File: src/rtl/atm_session_ctrl.sv
// ATM card session controller: PIN retry handling, idle timeouts and a small
// locked-card table consulted on card insertion. All outputs are Moore.
module atm_session_ctrl #(
    parameter int N_TRIES    = 3,
    parameter int TIMEOUT    = 1000,
    parameter int LOCK_DEPTH = 4
) (
    input  logic       clk,
    input  logic       rst_n,
    input  logic       card_in,
    input  logic [9:0] card_no,
    output logic       auth_req,
    input  logic       auth_done,
    input  logic       auth_ok,
    input  logic       key_act,
    input  logic       txn_done,
    input  logic       cancel,
    output logic       session_active,
    output logic [1:0] attempts_left,
    output logic       card_locked,
    output logic       eject,
    output logic [2:0] state
);
    localparam int TW = $clog2(TIMEOUT);
    localparam int PW = (LOCK_DEPTH > 1) ? $clog2(LOCK_DEPTH) : 1;
    localparam logic [TW-1:0] TMAX  = TW'(TIMEOUT - 1);
    localparam logic [1:0]    TRIES = 2'(N_TRIES);

    typedef enum logic [2:0] {
        S_IDLE    = 3'd0,
        S_REQ     = 3'd1,
        S_WAIT    = 3'd2,
        S_SESSION = 3'd3,
        S_EJECT   = 3'd4
    } state_t;

    state_t          cur, nxt;
    logic [TW-1:0]   timer_q, timer_d;
    logic [1:0]      att_q, att_d;
    logic [9:0]      card_q, card_d;
    logic            cause_q, cause_d;
    logic            lk_wr, hit;
    logic [9:0]      tbl [LOCK_DEPTH];
    logic [LOCK_DEPTH-1:0] vld;
    logic [PW-1:0]   wr_ptr;

    always_comb begin
        hit = 1'b0;
        for (int i = 0; i < LOCK_DEPTH; i++)
            if (vld[i] && tbl[i] == card_no) hit = 1'b1;
    end

    always_comb begin
        nxt     = cur;
        timer_d = '0;
        att_d   = att_q;
        card_d  = card_q;
        cause_d = cause_q;
        lk_wr   = 1'b0;
        case (cur)
            S_IDLE: begin
                if (card_in) begin
                    if (hit) begin
                        nxt     = S_EJECT;
                        cause_d = 1'b1;
                    end else begin
                        nxt     = S_REQ;
                        card_d  = card_no;
                        att_d   = TRIES;
                        cause_d = 1'b0;
                    end
                end
            end
            S_REQ: nxt = S_WAIT;
            S_WAIT: begin
                timer_d = timer_q + 1'b1;
                if (cancel) begin
                    nxt = S_EJECT;
                end else if (auth_done && auth_ok) begin
                    nxt     = S_SESSION;
                    timer_d = '0;
                end else if (auth_done) begin
                    att_d = (att_q != 2'd0) ? att_q - 1'b1 : 2'd0;
                    // last try failed: remember the card before ejecting it
                    if (att_q > 2'd1) begin
                        nxt = S_REQ;
                    end else begin
                        nxt     = S_EJECT;
                        lk_wr   = 1'b1;
                        cause_d = 1'b1;
                    end
                end else if (timer_q == TMAX) begin
                    nxt = S_EJECT;
                end
            end
            S_SESSION: begin
                timer_d = timer_q + 1'b1;
                if (cancel || txn_done)    nxt = S_EJECT;
                else if (key_act)          timer_d = '0;
                else if (timer_q == TMAX)  nxt = S_EJECT;
            end
            S_EJECT: begin
                nxt     = S_IDLE;
                att_d   = 2'd0;
                cause_d = 1'b0;
            end
            default: begin
                nxt     = S_IDLE;
                att_d   = 2'd0;
                cause_d = 1'b0;
            end
        endcase
    end

    always_ff @(posedge clk or negedge rst_n) begin
        if (!rst_n) begin
            cur     <= S_IDLE;
            timer_q <= '0;
            att_q   <= '0;
            card_q  <= '0;
            cause_q <= 1'b0;
            vld     <= '0;
            wr_ptr  <= '0;
            for (int i = 0; i < LOCK_DEPTH; i++) tbl[i] <= '0;
        end else begin
            cur     <= nxt;
            timer_q <= timer_d;
            att_q   <= att_d;
            card_q  <= card_d;
            cause_q <= cause_d;
            if (lk_wr) begin
                tbl[wr_ptr] <= card_q;
                vld[wr_ptr] <= 1'b1;
                wr_ptr      <= (wr_ptr == PW'(LOCK_DEPTH - 1)) ? '0 : wr_ptr + 1'b1;
            end
        end
    end

    assign state          = cur;
    assign auth_req       = (cur == S_REQ);
    assign session_active = (cur == S_SESSION);
    assign eject          = (cur == S_EJECT);
    assign card_locked    = (cur == S_EJECT) && cause_q;
    assign attempts_left  = att_q;

endmodule

File: config.mk
export PLATFORM = sky130hd
export DESIGN_NAME = atm_session_ctrl
export DESIGN_NICKNAME = d
export VERILOG_FILES = /design/src/rtl/atm_session_ctrl.sv
export SDC_FILE = /design/constraint.sdc
export NUM_CORES = 1
export LEC_CHECK = 0
export CAP_MARGIN = 30
export CORE_ASPECT_RATIO = 1.5
export CORE_UTILIZATION = 45
export CTS_BUF_LIST = sky130_fd_sc_hd__clkbuf_4
export DETAILED_ROUTE_END_ITERATION = 7
export HOLD_SLACK_MARGIN = 0.15
export PLACE_DENSITY = 0.65
export SETUP_SLACK_MARGIN = 0.15
export SLEW_MARGIN = 10
export SYNTH_ARGS = -nofsm -noshare
export SYNTH_HDL_FRONTEND = slang
export SYNTH_SLANG_ARGS = --single-unit
File: constraint.sdc
create_clock -name clk -period 2.2 [get_ports clk]
set_input_delay 0.33 -clock clk [delete_from_list [all_inputs] [get_ports clk]]
set_output_delay 0.33 -clock clk [all_outputs]
set_load 0.02 [all_outputs]
# Word level (Yosys, flattened, before mapping)
# Cells that the tools add are included.
# totals
register_bits	72
wordCells	100
out_inout_bits	9
# op_classes
order_cmp	5
bitwise	4
mux	44
eq_ne	17
add_sub_neg	3
reduce_logical	16
# op_table
operator	count
10-bit two-way mux	5
40-bit bitwise mux	1
10-bit equality test	4
3-bit two-way mux	9
10-bit demux with 2-bit select	1
10-bit case mux with 2 select lines	1
1-bit two-way mux	16
2-bit two-way mux	7
2-bit != test (second input constant)	6
3-bit case mux with 4 select lines	1
6-bit AND reduction	2
10-bit by 1-bit adder with 10-bit output (second input constant)	1
10-bit equality test (second input constant)	1
1-bit logical AND	8
3-bit by 2-bit equality test with 1-bit output (second input constant)	2
2-bit case mux with 3 select lines	1
4-bit OR	1
3-bit by 1-bit equality test with 1-bit output (second input constant)	1
3-bit equality test (second input constant)	1
3-bit >= comparator (second input constant)	1
3-bit zero test	1
2-bit by 3-bit < comparator with 1-bit output (second input constant)	1
3-bit by 1-bit < comparator with 1-bit output (second input constant)	1
3-bit by 2-bit != test with 1-bit output (second input constant)	1
other kinds (14)	15

# Longest topological paths before layout
# depth
depth_word	9
depth_mapped	8
mapped_depth_nobuf	7

# Worst setup path after synthesis
# OpenSTA, ideal clock, no wires.
# synth_path
kind	register to output
start	reg cur[1], in the netlist state[1]
end	out card_locked
stages_incl_launch_ff	4
t_arrival_ns	1.513
path_buffers	1
path_slack_ns	0.357
path_cell_list	dfrtp_1 buf_4 nor3b_1 and2_1
# synth_via
elab_chain_cells	2
# synth_lines
item	line	rtl
from (decl)	37	state_t cur, nxt;
from (signal assigned)	126	cur <= nxt;
3-bit equality test	--	
via eject	21	output logic eject,
1-bit logical AND	143	assign card_locked = (cur == S_EJECT) && cause_q;
to (decl)	20	output logic card_locked,
# The timed path passes the listed nets, and every way through them passes these cells.

# Final worst setup path
# layout_path
start	in card_no[9]
end	reg card_q[0]
# layout_via
elab_chain_cells	8
word_cells_on_any_way	14
# layout_lines
item	line	rtl
from (decl)	11	input logic [9:0] card_no,
10-bit equality test	50	if (vld[i] && tbl[i] == card_no) hit = 1'b1;
1-bit logical AND	50	
1-bit two-way mux (3 in a row)	50	
1-bit two-way mux *	50	
1-bit inverter (no source line) *	--	
3-bit AND reduction (no source line) *	--	
to (signal assigned)	129	card_q <= card_d;
to (decl)	40	logic [9:0] card_q, card_d;
# Mark *: on every way between the ends. The rest lies on a longest branch, timed or not.
# A chain may end at the register's enable or synchronous reset.

==> reports/metrics.yaml <==
worst_setup_path:
  r2r-end: "tbl[2]"
  arrival_ps: 2260
  rrSetupSlack_ps: 310
  r2r-start: "state[2]"
  crit_required_ps: 2500
  end_kind: "flop"
  r2r_cells: 7
  worstSetupPathType: "in2reg"
  critPathLaunchType: "input port"
  cp_max_fo: 5
global_route:
  grtUsageMet3_pct: 4.080
  grt_pass1_wl_um: 12630
  grt.busiest_layer: "met2"
  first_global_vias: 2487
  grt_max_degree: 27
  grt_use_total_pct: 19.32
  gr-usage-met2_pct: 33.63
  grt_overflow: 0
  grt_antenna_before_repair: 0
  use_met1_pct: 22.48
pwr:
  power.total_uw: 4252
  power_density_nw_per_um2: 973.0
  ir_drop_uv: 478.1
  power_leakage_uw: 0.002057
synthesis:
  synth_cell_type_count: 40
  yosys.area.top_type_share_pct: 47.92
  yosysTopAreaCell: "dfrtp_1"
  ys_seq_area_share_pct: 47.92
  synthArstFlopShare_pct: 100.0
  synth_edf_count: 0
  syn_area_per_cell_um2: 12.49
  netlist_area_um2: 3760
  synth_nets: 324
  ys.flop_type: "dfrtp_1"
  syn_inst: 301
  ys_warn_count: 0
  ys_seq_elements: 72
  yosys-top-cells-area: "dfrtp_1, mux2_4, xnor2_1, nor2_1, buf_4"
clock_network:
  cts_buffers: 9
  clock-sinks: 72
  cts_buffer_depth: 2
  tritoncts: "done"
  clkTransAtPathRegs_ps: 120
  clock_latency_ps: 410
  cts_max_level: 3
  ctsRootBufferMaster: "clkbuf_4"
sta:
  fin_crit_sh_pct: 88.84
  maxSlewHeadroom_pct: 58.09
  fmax_ghz: 0.5116
  drv_slew: 0
  hold_viol_final: 0
  final-setup-viol-count: 0
  skew_ps: 12.59
  post-route-min-period_ps: 1954
  worst_pin_slew_ps: 628.7
  tns_ps: 0
  rsz0062_at_grt: "false"
  holdWs_ps: 456.5
cells_and_area:
  design_area_um2: 4370
  final_util_pct: 54.24
  final_nets: 365
  drive_gt1_share_pct: 29.11
  num_antenna_cells: 0
  fillers: 721
  final_common_cell: "dfrtp_1"
  regArea_um2: 1805
  synthToLayoutAreaGrowth_pct: 16.24
  multi_input_area_um2: 1812
  final_cell_mix: "dfrtp_1, mux2_4, xnor2_1"
detailed_routing:
  vias: 2262
  wl_per_cell_um: 16.45
  drtIter0Drc: 75
  drtPass1Iterations: 4
  drc: 0
  routed_wl_um: 7436
  antenna_left: 0
  via_per_inst: 5.004
floorplanning:
  core_um2: 8058
  rows: 40
  die_h_um: 114.0
  die_x_um: 76.64
  pin_count: 27
  dieArea_um2: 8733
  initial_core_util_pct: 46.66
job:
  cap_violations: 0
placement:
  dpl_cell_area_um2: 4202
  portBuffers: 26
  dp_hpwl_um: 5389
  gp_congestion: 0.7907
hold_path:
  hp-class: "in2async"
run_status:
  status: "completed"
-- registers in the layout (all words and copies together), names as in the netlist --
register and cells:
wr_ptr 2, cause_q 1, card_q 10, timer_q 10, vld 4, tbl 40, attempts_left 2, state 3
-- cells in the mapped netlist, types with 2 or more instances --
library cell / count
xnor2_1: 45
dfrtp_1: 72
ha_1: 5
nand4_1: 10
o31a_1: 2
nor2b_1: 2
nor3_1: 3
a21oi_1: 2
buf_4: 11
mux2_2: 5
nand2_1: 15
a41oi_1: 2
nand2b_1: 5
inv_1: 5
mux2_4: 45
and2_1: 3
o21ai_0: 6
o21a_1: 2
xor2_1: 3
nand2_2: 4
nand3_1: 7
buf_6: 5
and3_1: 3
nor2_1: 23
-- per-stage QoR --
| stage | cells | setup WS [ps] |
|---|---|---|
| after global placement | 433 | -178.2 |
| after detailed placement | 433 | -233.1 |
| after floorplan | 301 | 357.3 |
| after CTS | 451 | 201.2 |
| after global routing | 452 | 146.3 |
| final | 452 | 245.5 |
-- final cells by class --
type	instances	share of cell area (%)
multi-input cells	207	41.45
inverters	5	0.4294
well taps	105	3.006
clock inverters	5	1.088
clock buffers	11	1.889
repair buffers	47	10.82
flip-flops and latches	72	41.31
-- logic make-up (layout without fill, tap and decap cells) --
kind of cell	after synthesis	after routing	share of synthesized area (%)
muxes	50	50	19.47
and+or+nand+nor	83	83	11.58
AOI/OAI and AO/OA	21	21	3.894
buffers and inverters	22	68	4.293
adders and majority gates	5	5	1.664
DFF	72	72	47.92
xor gates and xnor gates	48	48	11.18
-- how the worst max path moves through the flow --
| stage | start | end | slack, ps | cells past startpoint |
|---|---|---|---|---|
| after floorplan | state[1] | card_locked | 360 | 3 |
| after global placement | card_no[9] | card_q[0] | -180 | 8 |
| after detailed placement | card_no[9] | card_q[0] | -230 | 8 |
| after CTS | attempts_left[1] | attempts_left[1] | 200 | 1 |
| after global routing | card_no[4] | card_q[0] | 150 | 8 |
| final | card_no[9] | card_q[0] | 250 | 8 |
-- report_power, final --
group	internal (uW)	switching [uW]	total (uW)
clock	362	444	806
combinational	826	603	1430
sequential	1650	363	2020
-- repair_timing --
item | CTS | global route
pin swaps | 0 | 0
hold buffers | 1 | 0
hold endpoints to repair | 23 | 0
resized for setup | 8 | 2
buffers inserted | 1 | 1
endpoints found under the setup margin | 4 | 2
-- critical path, stage by stage --
cell	delay (ps)
clkdlybuf4s50_1	540
xnor2_1	280
nand4_1	140
nor3_1	200
a41oi_1	90
nand4_1	160
buf_4	170
mux2_2	340
-- per-layer routing --
| metal | vias up | share of wire (%) |
|---|---|---|
| met1 | 1116 | 44 |
| met4 | 0 | 2.0 |
| li1 | 1105 | - |
| met2 | 32 | 51 |
| met3 | 9 | 2.8 |
| met5 | - | 0 |
Power figures use the tool's default switching activity.
